==> src/rtl/serial_subtractor.sv <==
// Bit-serial subtractor: LSB-first A - B - BIN through one full-subtractor
// cell, one bit per clock, with a busy/done handshake.
module serial_subtractor #(
  parameter int WIDTH = 8
) (
  input  logic             clk,
  input  logic             rst,
  input  logic             start,
  input  logic [WIDTH-1:0] a,
  input  logic [WIDTH-1:0] b,
  input  logic             bin,
  output logic             busy,
  output logic             done,
  output logic [WIDTH-1:0] diff,
  output logic             bout
);

  localparam int CW = $clog2(WIDTH + 1);

  typedef enum logic [1:0] {
    IDLE,
    SHIFT,
    FINISH
  } state_t;

  state_t state;
  state_t nxt;

  logic             load;
  logic             step;
  logic [WIDTH-1:0] a_sr;
  logic [WIDTH-1:0] b_sr;
  logic [WIDTH-1:0] d_sr;
  logic             br;
  logic [CW-1:0]    cnt;
  logic             last;
  logic             d_bit;
  logic             br_nxt;

  assign last = (cnt == CW'(WIDTH - 1));

  // full-subtractor cell on the current LSBs
  assign d_bit  = a_sr[0] ^ b_sr[0] ^ br;
  assign br_nxt = (~a_sr[0] & b_sr[0]) |
                  (~(a_sr[0] ^ b_sr[0]) & br);

  assign diff = d_sr;
  assign bout = br;

  // state register
  always_ff @(posedge clk or posedge rst) begin
    if (rst) begin
      state <= IDLE;
    end else begin
      state <= nxt;
    end
  end

  // next state, datapath controls and handshake outputs
  always_comb begin
    nxt  = state;
    load = 1'b0;
    step = 1'b0;
    busy = 1'b0;
    done = 1'b0;
    unique case (state)
      IDLE: begin
        if (start) begin
          load = 1'b1;
          nxt  = SHIFT;
        end
      end
      SHIFT: begin
        busy = 1'b1;
        step = 1'b1;
        if (last) begin
          nxt = FINISH;
        end
      end
      FINISH: begin
        done = 1'b1;
        if (start) begin
          load = 1'b1;
          nxt  = SHIFT;
        end else begin
          nxt = IDLE;
        end
      end
      default: begin
        nxt = IDLE;
      end
    endcase
  end

  // operand capture and one-bit-per-cycle shifting
  always_ff @(posedge clk or posedge rst) begin
    if (rst) begin
      a_sr <= '0;
      b_sr <= '0;
      d_sr <= '0;
      br   <= 1'b0;
      cnt  <= '0;
    end else if (load) begin
      a_sr <= a;
      b_sr <= b;
      br   <= bin;
      cnt  <= '0;
    end else if (step) begin
      a_sr <= a_sr >> 1;
      b_sr <= b_sr >> 1;
      d_sr <= {d_bit, d_sr[WIDTH-1:1]};
      br   <= br_nxt;
      cnt  <= cnt + CW'(1);
    end
  end

endmodule

==> config.mk <==
export PLATFORM = sky130hd
export DESIGN_NAME = serial_subtractor
export DESIGN_NICKNAME = d
export VERILOG_FILES = /design/src/rtl/serial_subtractor.sv
export SDC_FILE = /design/constraint.sdc
export NUM_CORES = 1
export LEC_CHECK = 0
export BUFFER_PORTS_ARGS = -buffer_cell sky130_fd_sc_hd__buf_2
export CORE_MARGIN = 2
export CORE_UTILIZATION = 35
export DETAILED_ROUTE_END_ITERATION = 10
export RECOVER_POWER = 50
export SYNTH_ARGS = -nofsm -noshare
export SYNTH_HDL_FRONTEND = slang
export SYNTH_SLANG_ARGS = --single-unit
==> constraint.sdc <==
create_clock -name clk -period 1.3 [get_ports clk]
set_input_delay 0.065 -clock clk [delete_from_list [all_inputs] [get_ports clk]]
set_output_delay 0.065 -clock clk [all_outputs]
set_load 0.01 [all_outputs]
==> tab_implementation.tex <==
\begin{tabular}{lr}
\hline
Metric & Value \\
\hline
\multicolumn{2}{l}{\textbf{STA}} \\
\quad Fmax & 811 MHz \\
\quad Aggregate negative setup slack & 0 ns \\
\quad Slew of the pin with the lowest slew margin & approximately 0.4 ns \\
\quad Layout Skew & 0.00264 ns \\
\quad Hold Violations, Final & 0 \\
\quad Number of setup violations in the final report & 0 \\
\quad Worst Hold Margin & approximately 0.011 ns \\
\quad Worst slew margin relative to its limit & 0.732 \\
\quad Max-slew violation total from the final report & 0 \\
\quad Final worst-path cycle share & 0.948 \\
\quad Final period demand of the worst path & 1.23 ns \\
\quad Unrepaired setup endpoints after global routing & no \\
\multicolumn{2}{l}{\textbf{Placement}} \\
\quad Routability congestion estimate & 0.792 \\
\quad DP Wirelength & 2.03 mm \\
\quad Number of port buffers & 30 \\
\quad Placed Instances & around 210 \\
\multicolumn{2}{l}{\textbf{Global route}} \\
\quad Vias in the first global route & $\sim$1000 \\
\quad Pin count of the biggest net entering global routing & 32 \\
\quad First-pass GRT wire length & roughly 4.7 mm \\
\quad Number of antenna violations at the first check in global routing & 0 \\
\quad GRT Residual Overflow & 0 \\
\quad All-layer global routing usage & 0.145 \\
\multicolumn{2}{l}{\textbf{Floorplan}} \\
\quad CORE AREA & 3690 sq um \\
\quad Core Rows & 22 \\
\quad Num ports & 31 \\
\quad Vert. Die Dim & between 60 and 70 microns \\
\quad Initial Util & 0.365 \\
\quad Width of the die & 66.0 microns \\
\quad Die Footprint & 4360 sq um \\
\multicolumn{2}{l}{\textbf{Final layout}} \\
\quad Final \#Nets & about 200 \\
\quad FILL cells & 374 \\
\quad Non-filler instance count after layout & 228 \\
\quad Number of antenna cells inserted & 0 \\
\quad Ratio of cells with drive above 1 in the final layout & 0.294 \\
\quad Area of combinational cells with multiple inputs & 517 sq um \\
\quad Relative area change from synthesis to final layout & 29.7\% \\
\quad Register cell area after layout & between 700 and 800 sq um \\
\multicolumn{2}{l}{\textbf{Min path}} \\
\quad Type of the tightest min-delay check & in -> reg \\
\multicolumn{2}{l}{\textbf{Drt}} \\
\quad Average vias per placed instance & $\sim$4.8 \\
\quad Final antenna-violating net count & 0 \\
\quad Violation count after the first detailed-routing iteration & 33 \\
\quad Aggregate routed wire length & 2.91 mm \\
\quad First-pass iteration count of the detailed router & 4 \\
\quad Routed WL per cell & 12.7 microns \\
\quad DRC violation count after routing & 0 \\
\quad Total number of vias & 1103 \\
\multicolumn{2}{l}{\textbf{Worst setup path}} \\
\quad Classification of the worst setup path & reg -> reg \\
\quad Startpoint type of the worst setup path & register \\
\quad Top fanout value on the critical path & 10 \\
\quad Data arrival time of the worst path & 1.40 ns \\
\quad Category of the worst setup path capture point & register \\
\quad Required time worst endpoint & 1.47 ns \\
\multicolumn{2}{l}{\textbf{Clock tree}} \\
\quad CTS sink cnt & 31 \\
\quad Root buffer cell & sky130\_fd\_sc\_hd\_\_clkbuf\_8 \\
\quad Clock tree from TritonCTS & built \\
\quad Clock transition at path regs & around 0.06 ns \\
\quad Source-to-sink clock delay at the later pin of the worst-skew pair & 0.28 ns \\
\quad Maximum clock path buffer count & 2 \\
\quad \# H-tree levels & 2 \\
\quad Cts bufs inserted & 5 \\
\multicolumn{2}{l}{\textbf{Outcome}} \\
\quad Run status & finished, final reports clean \\
\multicolumn{2}{l}{\textbf{Power and ir drop}} \\
\quad Worst IR drop on VDD & 0.00108 V \\
\quad Cell-internal power & 2.73 mW \\
\quad Switch share & 0.374 \\
\quad Clock network power share & 0.187 \\
\quad Part of the power in combinational logic & 0.425 \\
\quad P\_leak & roughly 0.86 nW \\
\quad Switching pwr & around 1.6 mW \\
\quad Power Density & between 2000 and 3000 nW/um\^{}2 \\
\quad Sequential Power Share & 0.388 \\
\multicolumn{2}{l}{\textbf{Synth}} \\
\quad Number of distinct library cell variants in the gate-level netlist after synthesis & 26 \\
\quad Post-synthesis average cell area & 9.83 sq um \\
\quad Post-synthesis sequential area ratio & 0.576 \\
\quad Synthesized netlist net count & 159 \\
\quad Cell area after technology mapping & between 1000 and 1500 sq um \\
\quad Count of yosys warnings during synthesis & 0 \\
\quad Synthesized instance count & 137 \\
\quad Yosys reg bits & 31 \\
\multicolumn{2}{l}{\textbf{Run}} \\
\quad Max cap viols & 0 \\
\hline
\end{tabular}
[sequential cells by signal, summed over array words and instances, names as in the netlist]
signal	count
diff	8
a_sr	8
b_sr	8
bout	1
cnt	4
state	2
[cell type report]
type                            count  area share
Clock buffer                        8      0.0573
Inverter                            4      0.0100
Multi-Input combinational cell     92       0.296
Sequential cell                    31       0.445
Tap cell                           48      0.0344
Timing Repair Buffer               45       0.158
[cells in the mapped netlist]
cell                       instances  share of area
sky130_fd_sc_hd__a21oi_1           1         0.0037
sky130_fd_sc_hd__inv_1             3         0.0084
sky130_fd_sc_hd__ha_1              1         0.0093
sky130_fd_sc_hd__o22ai_1           6          0.028
sky130_fd_sc_hd__nand3_1           7          0.026
sky130_fd_sc_hd__inv_4             1         0.0046
sky130_fd_sc_hd__clkbuf_1          1         0.0028
sky130_fd_sc_hd__buf_4             2          0.011
sky130_fd_sc_hd__buf_2             5          0.019
sky130_fd_sc_hd__buf_6             2          0.017
sky130_fd_sc_hd__a31oi_1           1         0.0046
sky130_fd_sc_hd__nor2b_1           2         0.0093
sky130_fd_sc_hd__mux2_2            1         0.0084
sky130_fd_sc_hd__mux2i_1           2          0.015
sky130_fd_sc_hd__nand4_1           1         0.0046
sky130_fd_sc_hd__nand2b_1          2         0.0093
sky130_fd_sc_hd__nor2_1            9          0.025
sky130_fd_sc_hd__a22o_1            2          0.013
sky130_fd_sc_hd__a22oi_1           6          0.033
sky130_fd_sc_hd__fa_1              1          0.015
sky130_fd_sc_hd__a221o_1           1         0.0074
sky130_fd_sc_hd__nor3_1            8          0.030
sky130_fd_sc_hd__a221oi_1          1         0.0065
sky130_fd_sc_hd__nand2_1          38           0.11
sky130_fd_sc_hd__o21ai_0           2         0.0074
sky130_fd_sc_hd__dfrtp_1          31           0.58
[timing repair]
item | CTS | global route
setup endpoints to repair | 1 | 8
hold endpoints to repair | 32 | 1
setup buffers | 2 | 1
resized for setup | 1 | 9
hold buffers | 2 | 1
[final timing paths]
| check | startpoint | endpoint | slack [ns] | depth (start not counted) |
|---|---|---|---|---|
| max | state[0] | a_sr[1] | 0.07 | 6 |
| min | b[4] | b_sr[4] | 0.01 | 3 |
| max reg2reg | state[0] | a_sr[1] | 0.07 | 6 |
| min reg2reg | diff[0] | diff[0] | 0.48 | 2 |
| max in group asynchronous | rst | state[0] | 0.57 | 4 |
| min in group asynchronous | rst | diff[3] | 0.41 | 4 |
[cell families (layout without fill, tap and decap cells)]
group | Yosys count | after routing | synth area share
AO/OA/AOI/OAI | 20 | 20 | 0.104
multiplexers | 3 | 3 | 0.0232
adder cells (fa/ha/maj) | 2 | 2 | 0.0242
flip-flops | 31 | 31 | 0.576
buffers and inverters | 14 | 57 | 0.0623
AND/OR/NAND/NOR | 67 | 67 | 0.210
[critical path, stage by stage (launching register included)]
cell and delay, ns:
sky130_fd_sc_hd__dfrtp_2 0.44, sky130_fd_sc_hd__nand2b_4 0.11, sky130_fd_sc_hd__inv_4 0.05, sky130_fd_sc_hd__buf_6 0.13, sky130_fd_sc_hd__buf_4 0.16, sky130_fd_sc_hd__nor3_1 0.17, sky130_fd_sc_hd__nor2_1 0.06
[metal layers]
metal  up-vias  part of all wire  track usage
li1        546                 -            -
met1       527              0.43        0.180
met2        27              0.50        0.241
met3         3             0.058       0.0341
met4         0            0.0093       0.0612
met5         -                 0            0
[cell usage in the layout (no fill, tap or decap), types with 6 or more instances in the layout]
cell,instances
sky130_fd_sc_hd__nor2_1,9
sky130_fd_sc_hd__a22oi_1,6
sky130_fd_sc_hd__dfrtp_1,30
sky130_fd_sc_hd__buf_4,9
sky130_fd_sc_hd__nand2_1,38
sky130_fd_sc_hd__buf_2,25
sky130_fd_sc_hd__clkbuf_1,6
sky130_fd_sc_hd__clkbuf_8,7
sky130_fd_sc_hd__o22ai_1,6
sky130_fd_sc_hd__nand3_1,7
[metrics by stage]
step           setup slack, ns  instance area, sq um  utilization  total power [mW]
2_1_floorplan            0.115                  1350            -              2.91
3_3_place_gp            0.0816                  1560        0.422              3.30
3_5_place_dp            0.0252                  1560        0.422              3.41
4_1_cts                 0.0185                  1700        0.461              4.32
5_1_grt                 0.0145                  1750        0.474              4.74
6_report                0.0677                  1750        0.474              4.37
[power groups by stage]
stage	logic [mW]	registers [mW]	clock network (mW)
floorplan	1.21	1.70	0
global placement	1.63	1.67	0
detailed placement	1.72	1.68	0
CTS	1.80	1.68	0.839
global route	2.11	1.75	0.887
finish	1.86	1.70	0.818
No activity file was read; power rests on OpenSTA's default activity.
